===== src/rtl/multicycle_control_fsm.sv =====
// ---------------------------------------------------------------------------
// multicycle_control_fsm
//   Sequencing controller for the multicycle RV32I core. It walks each
//   instruction through FETCH / DECODE / EXECUTE / MEM / WB states, drives
//   the shared datapath selects and enables, owns the memory handshake, and
//   traps on an illegal opcode or a memory timeout.
//
// Parameters
//   MEM_TIMEOUT   max cycles a memory state waits for mem_ready before TRAP
//                 (0 = wait forever)
//
// Ports
//   clk, reset          rising-edge clock, asynchronous active-high reset
//   opcode[6:0]         instr[6:0] from the instruction register
//   branch_taken        ALU compare result for the current branch
//   mem_ready           memory completes the current request this cycle
//   mem_req, mem_write  memory request / store strobe
//   adr_src             0 = PC, 1 = ALU result register as address
//   pc_write, ir_write  PC and instruction/oldPC register enables
//   reg_write           register file write enable
//   result_src[1:0]     00 ALUOut, 01 mem data, 10 ALU result
//   alu_src_a[1:0]      00 PC, 01 oldPC, 10 rs1
//   alu_src_b[1:0]      00 rs2, 01 immediate, 10 constant 4
//   imm_src[2:0]        000 I, 001 S, 010 B, 011 J, 100 U
//   alu_op[2:0]         000 add, 001 branch compare, 010 funct, 011 pass B
//   halted              high while in TRAP
//   state_dbg[3:0]      current state encoding
// ---------------------------------------------------------------------------
module multicycle_control_fsm #(
    parameter int unsigned MEM_TIMEOUT = 16
) (
    input  logic       clk,
    input  logic       reset,
    input  logic [6:0] opcode,
    input  logic       branch_taken,
    input  logic       mem_ready,
    output logic       mem_req,
    output logic       pc_write,
    output logic       adr_src,
    output logic       mem_write,
    output logic       ir_write,
    output logic [1:0] result_src,
    output logic [1:0] alu_src_a,
    output logic [1:0] alu_src_b,
    output logic [2:0] imm_src,
    output logic       reg_write,
    output logic [2:0] alu_op,
    output logic       halted,
    output logic [3:0] state_dbg
);

    localparam logic [3:0] S_FETCH    = 4'd0;
    localparam logic [3:0] S_DECODE   = 4'd1;
    localparam logic [3:0] S_MEMADR   = 4'd2;
    localparam logic [3:0] S_MEMREAD  = 4'd3;
    localparam logic [3:0] S_MEMWB    = 4'd4;
    localparam logic [3:0] S_MEMWRITE = 4'd5;
    localparam logic [3:0] S_EXECR    = 4'd6;
    localparam logic [3:0] S_EXECI    = 4'd7;
    localparam logic [3:0] S_ALUWB    = 4'd8;
    localparam logic [3:0] S_BRANCH   = 4'd9;
    localparam logic [3:0] S_JAL      = 4'd10;
    localparam logic [3:0] S_JALR     = 4'd11;
    localparam logic [3:0] S_LUI      = 4'd12;
    localparam logic [3:0] S_LINK     = 4'd13;
    localparam logic [3:0] S_TRAP     = 4'd15;

    // Counter only ever needs to reach MEM_TIMEOUT-1.
    localparam int unsigned CNT_W = (MEM_TIMEOUT > 1) ? $clog2(MEM_TIMEOUT) : 1;
    localparam logic [CNT_W-1:0] CNT_LAST = CNT_W'(MEM_TIMEOUT - 32'd1);
    localparam logic TIMEOUT_EN = (MEM_TIMEOUT != 0);

    logic [3:0]       state_q, state_d;
    logic [CNT_W-1:0] wait_cnt_q, wait_cnt_d;
    logic             in_mem_state;
    logic             mem_wait;
    logic             timed_out;

    always_ff @(posedge clk or posedge reset) begin
        if (reset) begin
            state_q    <= S_FETCH;
            wait_cnt_q <= '0;
        end else begin
            state_q    <= state_d;
            wait_cnt_q <= wait_cnt_d;
        end
    end

    assign in_mem_state = (state_q == S_FETCH) || (state_q == S_MEMREAD) ||
                          (state_q == S_MEMWRITE);
    assign mem_wait     = in_mem_state && !mem_ready;
    // A ready in the final allowed cycle takes priority over the timeout.
    assign timed_out    = TIMEOUT_EN && mem_wait && (wait_cnt_q == CNT_LAST);

    // Next-state logic
    always_comb begin
        state_d = state_q;
        unique case (state_q)
            S_FETCH:    if (mem_ready) state_d = S_DECODE;
            S_DECODE: begin
                unique case (opcode)
                    7'b0000011,
                    7'b0100011: state_d = S_MEMADR;
                    7'b0110011: state_d = S_EXECR;
                    7'b0010011: state_d = S_EXECI;
                    7'b1100011: state_d = S_BRANCH;
                    7'b1101111: state_d = S_JAL;
                    7'b1100111: state_d = S_JALR;
                    7'b0110111: state_d = S_LUI;
                    default:    state_d = S_TRAP;
                endcase
            end
            S_MEMADR:   state_d = opcode[5] ? S_MEMWRITE : S_MEMREAD;
            S_MEMREAD:  if (mem_ready) state_d = S_MEMWB;
            S_MEMWB:    state_d = S_FETCH;
            S_MEMWRITE: if (mem_ready) state_d = S_FETCH;
            S_EXECR:    state_d = S_ALUWB;
            S_EXECI:    state_d = S_ALUWB;
            S_ALUWB:    state_d = S_FETCH;
            S_BRANCH:   state_d = S_FETCH;
            S_JAL:      state_d = S_ALUWB;
            S_JALR:     state_d = S_LINK;
            S_LUI:      state_d = S_ALUWB;
            S_LINK:     state_d = S_FETCH;
            S_TRAP:     state_d = S_TRAP;
            default:    state_d = S_TRAP;
        endcase
        if (timed_out) state_d = S_TRAP;
    end

    // Wait counter: any state change clears it, which covers entry into
    // each memory state; it only advances while a memory state stalls.
    always_comb begin
        wait_cnt_d = wait_cnt_q;
        if (state_d != state_q) begin
            wait_cnt_d = '0;
        end else if (TIMEOUT_EN && mem_wait) begin
            wait_cnt_d = wait_cnt_q + 1'b1;
        end
    end

    // Output decode (combinational on state)
    always_comb begin
        mem_req    = 1'b0;
        pc_write   = 1'b0;
        adr_src    = 1'b0;
        mem_write  = 1'b0;
        ir_write   = 1'b0;
        result_src = 2'b00;
        alu_src_a  = 2'b00;
        alu_src_b  = 2'b00;
        imm_src    = 3'b000;
        reg_write  = 1'b0;
        alu_op     = 3'b000;
        halted     = 1'b0;
        unique case (state_q)
            S_FETCH: begin
                mem_req    = 1'b1;
                alu_src_b  = 2'b10;
                result_src = 2'b10;
                ir_write   = mem_ready;
                pc_write   = mem_ready;
            end
            S_DECODE: begin
                alu_src_a = 2'b01;
                alu_src_b = 2'b01;
                imm_src   = 3'b010;
            end
            S_MEMADR: begin
                alu_src_a = 2'b10;
                alu_src_b = 2'b01;
                imm_src   = opcode[5] ? 3'b001 : 3'b000;
            end
            S_MEMREAD: begin
                mem_req = 1'b1;
                adr_src = 1'b1;
            end
            S_MEMWB: begin
                result_src = 2'b01;
                reg_write  = 1'b1;
            end
            S_MEMWRITE: begin
                mem_req   = 1'b1;
                adr_src   = 1'b1;
                mem_write = 1'b1;
            end
            S_EXECR: begin
                alu_src_a = 2'b10;
                alu_op    = 3'b010;
            end
            S_EXECI: begin
                alu_src_a = 2'b10;
                alu_src_b = 2'b01;
                alu_op    = 3'b010;
            end
            S_ALUWB: begin
                reg_write = 1'b1;
            end
            S_BRANCH: begin
                alu_src_a = 2'b10;
                alu_op    = 3'b001;
                pc_write  = branch_taken;
            end
            S_JAL: begin
                alu_src_a = 2'b01;
                alu_src_b = 2'b10;
                pc_write  = 1'b1;
            end
            S_JALR: begin
                alu_src_a  = 2'b10;
                alu_src_b  = 2'b01;
                result_src = 2'b10;
                pc_write   = 1'b1;
            end
            S_LUI: begin
                alu_src_b = 2'b01;
                imm_src   = 3'b100;
                alu_op    = 3'b011;
            end
            S_LINK: begin
                alu_src_a  = 2'b01;
                alu_src_b  = 2'b10;
                result_src = 2'b10;
                reg_write  = 1'b1;
            end
            S_TRAP: begin
                halted = 1'b1;
            end
            default: begin
                halted = 1'b0;
            end
        endcase
    end

    assign state_dbg = state_q;

endmodule


===== config.mk =====
export PLATFORM = sky130hd
export DESIGN_NAME = multicycle_control_fsm
export DESIGN_NICKNAME = d
export VERILOG_FILES = /design/src/rtl/multicycle_control_fsm.sv
export SDC_FILE = /design/constraint.sdc
export NUM_CORES = 1
export LEC_CHECK = 0
export CAP_MARGIN = 40
export CORE_UTILIZATION = 48
export DETAILED_ROUTE_END_ITERATION = 7
export PLACE_DENSITY = 0.85
export SLEW_MARGIN = 5
export SYNTH_ARGS = -nofsm -noshare
export SYNTH_HDL_FRONTEND = slang
export SYNTH_SLANG_ARGS = --single-unit

===== constraint.sdc =====
create_clock -name clk -period 5.28 [get_ports clk]
set_clock_uncertainty 0.15 [all_clocks]
set_input_delay 0.528 -clock clk [delete_from_list [all_inputs] [get_ports clk]]
set_output_delay 0.528 -clock clk [all_outputs]
set_load 0.005 [all_outputs]

# Word level (Yosys, flattened, before mapping)
# Cells that the tools add are included.
# totals
ff_bits	8
input_bits	11
output_inout_bits	23
word_cells	69
# classes
n_addsub	1
eq_ne	24
muxes	22
n_reduce_logical	20
# op_table
cell	count
equality test 4 bit, second input constant	8
case mux 4 bit (8 select lines)	1
case mux 4 bit (7 select lines)	1
2-to-1 mux 4 bit	6
equality test 7 x 6 -> 1 bit, second input constant	3
equality test 7 bit, second input constant	3
equality test 4 x 3 -> 1 bit, second input constant	4
OR reduction 3 bit	5
case mux 2 bit (2 select lines)	3
OR reduction 5 bit	2
case mux 3 bit (3 select lines)	1
equality test 4 x 2 -> 1 bit, second input constant	2
OR reduction 2 bit	4
OR reduction 4 bit	2
equality test 7 x 2 -> 1 bit, second input constant	1
equality test 7 x 5 -> 1 bit, second input constant	1
2-to-1 mux 1 bit	7
case mux 2 bit (3 select lines)	1
adder 4 x 1 -> 4 bit, second input constant	1
equality test 4 x 1 -> 1 bit, second input constant	1
zero test 4 bit	1
inequality test 4 bit	1
2-to-1 mux 3 bit	1
case mux 1 bit (3 select lines)	1
other kinds (4)	6

# Longest topological paths before layout
# logic_depth
word_depth	8
mapped_depth	8
ltp_nobuf	7

# Worst setup path after synthesis
# Ideal clock, no wire load.
# synth_path
path_type	in2out
from	input port opcode[2]
to	output port halted
arrival_time_ns	1.802
required_ns	4.602
setup_slack_ns	2.800
cell_stages	6
path_buffers	0
cell_sequence	nor2b_1 > or4b_1 > a21oi_1 > o211ai_2 > xnor2_2 > nor3_1
# synth_lines
item	line	rtl
from (decl)	34	input logic [6:0] opcode,
to (decl)	48	output logic halted,

# Worst setup path after layout
# layout_path
from	register state_q[1] (netlist: state_dbg[1])
to	output port halted
# layout_via
elab_chain_cells	2
# layout_rtl
item	line	rtl
from (decl)	73	logic [3:0] state_q, state_d;
from (signal assigned)	84	state_q <= state_d;
equality test 4 bit	156	unique case (state_q)
2-to-1 mux 1 bit	156	
# Every way passes these cells.

==> flow_summary.html <==
<table>
<tr><th>Metric</th><th>Value</th></tr>
<tr><th colspan="2">Outcome</th></tr>
<tr><td>Run status</td><td>complete, no violations</td></tr>
<tr><th colspan="2">STA</th></tr>
<tr><td>Final setup fails</td><td>0</td></tr>
<tr><td>Slew headroom</td><td>52.5%</td></tr>
<tr><td>Transition time of the tightest slew-check pin</td><td>713 ps</td></tr>
<tr><td>Max-slew violation count</td><td>0</td></tr>
<tr><td>RSZ-0062 raised after global routing</td><td>no</td></tr>
<tr><td>Fmax</td><td>265 MHz</td></tr>
<tr><td>Hold Violations, Final</td><td>0</td></tr>
<tr><td>WHS</td><td>350 ps</td></tr>
<tr><td>Worst Setup Slack, final</td><td>1510 ps</td></tr>
<tr><td>Final-layout setup total negative slack</td><td>0 ps</td></tr>
<tr><td>Final critical delay including setup and external delays</td><td>3770 ps</td></tr>
<tr><td>Period utilization</td><td>71.5%</td></tr>
<tr><th colspan="2">Die</th></tr>
<tr><td>Starting Density</td><td>52.7%</td></tr>
<tr><td>Width of the chip</td><td>46.2 um</td></tr>
<tr><td>Die height</td><td>46.2 um</td></tr>
<tr><td>Die Footprint</td><td>0.00214 mm2</td></tr>
<tr><td>Top-level port count</td><td>34</td></tr>
<tr><td>Placeable core region</td><td>0.00178 mm2</td></tr>
<tr><td>Row count</td><td>15</td></tr>
<tr><th colspan="2">Clocking</th></tr>
<tr><td>CTS H-tree depth</td><td>1</td></tr>
<tr><td>Worst skew pair latency</td><td>270 ps</td></tr>
<tr><td>CTS clk-pin slew, worst paths</td><td>60 ps</td></tr>
<tr><td>Maximum number of buffers from clock root to sink</td><td>2</td></tr>
<tr><td>Cts hold-fix bufs</td><td>0</td></tr>
<tr><td>CTS tree</td><td>done</td></tr>
<tr><td>CTS sink count</td><td>8</td></tr>
<tr><td>TritonCTS Buffers</td><td>3</td></tr>
<tr><td>Clock tree root driver cell</td><td>sky130_fd_sc_hd__clkbuf_4</td></tr>
<tr><td>CTS-repair resized insts</td><td>0</td></tr>
<tr><td>Number of buffers inserted to repair setup after CTS</td><td>0</td></tr>
<tr><th colspan="2">Layout</th></tr>
<tr><td>Fraction of layout instances using a drive strength above 1</td><td>11.3%</td></tr>
<tr><td>Number of inserted diodes</td><td>0</td></tr>
<tr><td>Final net count</td><td>165</td></tr>
<tr><td>Synth-to-Final Area Change</td><td>35.2%</td></tr>
<tr><th colspan="2">Run</th></tr>
<tr><td>Count of max-cap constraint violations</td><td>0</td></tr>
<tr><th colspan="2">Placed design</th></tr>
<tr><td>I/O Buffers</td><td>32</td></tr>
<tr><td>Final Wtd Congestion</td><td>0.820</td></tr>
<tr><td>Setup Slack @ Placement</td><td>1700 ps</td></tr>
<tr><td>Post-DP HPWL</td><td>1920 um</td></tr>
<tr><th colspan="2">Logic synthesis</th></tr>
<tr><td>Synthesis Warnings</td><td>0</td></tr>
<tr><td>Syn Area/Cell</td><td>7.58 um2</td></tr>
<tr><td>Post-synthesis instance area</td><td>940 um2</td></tr>
<tr><td>Cell taking the most area after synthesis</td><td>sky130_fd_sc_hd__dfrtp_1</td></tr>
<tr><td>Synthesized net count</td><td>136</td></tr>
<tr><td>Area contributors post-synth</td><td>sky130_fd_sc_hd__dfrtp_1 21%, sky130_fd_sc_hd__nor3_1 5.9%, sky130_fd_sc_hd__nand2_1 5.2%, sky130_fd_sc_hd__nor2_1 5.2%, sky130_fd_sc_hd__a21oi_1 4.3%</td></tr>
<tr><td>Synthesized instance count</td><td>124</td></tr>
<tr><td>Proportion of synthesized chip area in sequential cells</td><td>21.3%</td></tr>
<tr><td>Register bit total from synthesis</td><td>8</td></tr>
<tr><td>Area share of the largest cell type after synthesis</td><td>21.3%</td></tr>
<tr><td>Distinct cells, synth</td><td>42</td></tr>
<tr><th colspan="2">Setup path</th></tr>
<tr><td>CP Data Required Time</td><td>4600 ps</td></tr>
<tr><td>Worst Setup End Kind</td><td>output pin</td></tr>
<tr><td>Arrival time at the worst endpoint</td><td>3100 ps</td></tr>
<tr><td>Series of cell instances along the critical path</td><td>inv_1 -&gt; nand3_1 -&gt; inv_1 -&gt; and2_1 -&gt; nor4_2 -&gt; o211ai_2 -&gt; nor3_1 -&gt; clkdlybuf4s50_1</td></tr>
<tr><td>Worst path top cell family by delay</td><td>simple AND/OR/NAND/NOR gates</td></tr>
<tr><td>Crit Path Class</td><td>reg -&gt; out</td></tr>
<tr><td>Crit-path max cell delay</td><td>800 ps</td></tr>
<tr><td>Crit-path most repeated cell</td><td>sky130_fd_sc_hd__inv_1</td></tr>
<tr><td>Buf+Inv Stages, Crit Path</td><td>3</td></tr>
<tr><td>Sort of element at the start of the critical path</td><td>flip-flop</td></tr>
<tr><td>Maximum fanout count along the critical path</td><td>22</td></tr>
<tr><td>Slowest stage cell on the critical path</td><td>sky130_fd_sc_hd__dfrtp_1</td></tr>
<tr><th colspan="2">Detailed routing</th></tr>
<tr><td>Post-route DRC violation count</td><td>0</td></tr>
<tr><td>DRT Pass-1 Iters</td><td>4</td></tr>
<tr><td>Routed length per instance</td><td>14.3 um</td></tr>
<tr><td>Number of nets still failing antenna checks after routing</td><td>0</td></tr>
<tr><td>Total wire length after detailed routing</td><td>2520 um</td></tr>
<tr><td>Drt initial violations</td><td>27</td></tr>
<tr><td>Routed via count</td><td>1027</td></tr>
<tr><td>Routed via count divided by cell count</td><td>5.84</td></tr>
<tr><th colspan="2">GRT</th></tr>
<tr><td>Antenna violations before repair</td><td>0</td></tr>
<tr><td>Total routing resource utilization after global routing</td><td>27.4%</td></tr>
<tr><td>Wire length of the first global-routing pass</td><td>4000 um</td></tr>
<tr><td>Global route overflow</td><td>0</td></tr>
<tr><td>Maximum number of pins on one net before global-route repair</td><td>23</td></tr>
<tr><td>Number of global-route vias before repair</td><td>914</td></tr>
<tr><th colspan="2">Power</th></tr>
<tr><td>Switching Fraction</td><td>46.7%</td></tr>
<tr><td>Peak supply drop</td><td>0.000486 V</td></tr>
<tr><td>Switching component of the power</td><td>0.000334 W</td></tr>
<tr><td>Cell Int Power</td><td>0.000382 W</td></tr>
<tr><td>Gate power share</td><td>71.8%</td></tr>
<tr><td>Clk pwr share</td><td>7.0%</td></tr>
<tr><td>Sequential Power Share</td><td>21.2%</td></tr>
<tr><td>Cell Pwr Density</td><td>564 mW/mm2</td></tr>
<tr><td>Leakage power summed over all cells</td><td>0.562 nW</td></tr>
<tr><th colspan="2">Worst hold path</th></tr>
<tr><td>Class of the tightest hold or removal check</td><td>in -&gt; async</td></tr>
</table>
==> state kept, by name, indices dropped and copies added, names as in the netlist <==
signal      cells
state_dbg       4
wait_cnt_q      4
==> cell usage in the layout, fill, tap and decap left out, types with 6 or more instances in the layout <==
cell and count:
sky130_fd_sc_hd__a21oi_1 8, sky130_fd_sc_hd__clkdlybuf4s50_1 32, sky130_fd_sc_hd__dfrtp_1 8, sky130_fd_sc_hd__inv_1 7, sky130_fd_sc_hd__nand2_1 13, sky130_fd_sc_hd__nor2_1 13, sky130_fd_sc_hd__nor3_1 11, sky130_fd_sc_hd__o21ai_0 6
==> cell type report <==
cell class              count  area (um2)
clock buffers               3        22.5
fillers                   153         513
inverters                   7        26.3
multi-input cells         101         669
flip-flops and latches      8         200
well taps                  25        31.3
repair buffers             32         320
==> power by group through the flow <==
stage               logic [W]  registers [W]  clock network (W)
floorplan            0.000354      0.0000954                  0
global placement     0.000499       0.000149                  0
detailed placement   0.000513       0.000151                  0
CTS                  0.000515       0.000151          0.0000512
global route         0.000560       0.000157          0.0000559
finish               0.000515       0.000152          0.0000502
==> worst reg2reg max path: cells and delay by family, from the launching register on <==
family / cells / cell delay [ps]
buffers and inverters: 2 / 370
flip-flops: 1 / 800
AO/OA/AOI/OAI: 1 / 200
AND/OR/NAND/NOR: 4 / 1030
==> through the flow <==
| stage | power [W] | std cells | util, % | cell area [um2] |
|---|---|---|---|---|
| 2_1_floorplan | 0.000449 | 124 | - | 940 |
| 3_3_place_gp | 0.000648 | 173 | 70.0 | 1250 |
| 3_5_place_dp | 0.000664 | 173 | 70.0 | 1250 |
| 4_1_cts | 0.000716 | 176 | 71.2 | 1270 |
| 5_1_grt | 0.000774 | 176 | 71.2 | 1270 |
| 6_report | 0.000716 | 176 | 71.2 | 1270 |
==> kinds of logic (layout without fill, tap and decap cells) <==
family	after synthesis	in the layout	synth area share, %
AOI/OAI and AO/OA	32	32	25.4
xor gates and xnor gates	5	5	6.26
adders and majority gates	1	1	1.33
buffers and inverters	15	42	7.46
DFF	8	8	21.3
muxes	4	4	4.39
other	1	1	0.399
and+or+nand+nor	58	58	33.4
==> synthesized netlist by cell type (all sizes together) <==
cell / instances
a2111o: 1
a211o: 1
a21o: 1
a21oi: 9
a22o: 3
a22oi: 1
a31o: 1
a31oi: 2
and2: 3
and3: 2
buf: 5
clkbuf: 3
conb: 1
dfrtp: 8
ha: 1
inv: 7
mux2: 1
mux2i: 3
nand2: 13
nand2b: 1
nand3: 3
nand3b: 2
nor2: 15
nor2b: 3
nor3: 12
nor4: 1
nor4b: 1
o211ai: 4
o21ai: 6
o21bai: 1
o31ai: 2
or3: 1
or4b: 1
xnor2: 4
xor2: 1
==> layer usage <==
layer	routed length, um	up-vias	global-route usage (%)
met4	66	0	21.8
met5	0	-	0
met1	1080	483	32.9
met3	151	7	5.88
met2	1230	42	41.7
li1	-	495	-
==> path summary, 6_finish.rpt <==
check                                     startpoint                   endpoint  slack, ps  depth (start not counted)
max                           state_dbg[1]$_DFF_PP0_                     halted       1510                          8
max in group asynchronous                      reset     state_dbg[0]$_DFF_PP0_       4380                          2
min in group clk           wait_cnt_q[3]$_DFFE_PP0P_  wait_cnt_q[3]$_DFFE_PP0P_        420                          2
min                                            reset  wait_cnt_q[3]$_DFFE_PP0P_        350                          2
min reg2reg                wait_cnt_q[3]$_DFFE_PP0P_  wait_cnt_q[3]$_DFFE_PP0P_        420                          2
max reg2reg                   state_dbg[1]$_DFF_PP0_  wait_cnt_q[1]$_DFFE_PP0P_       2660                          7
(Power assumes the default switching activity.)
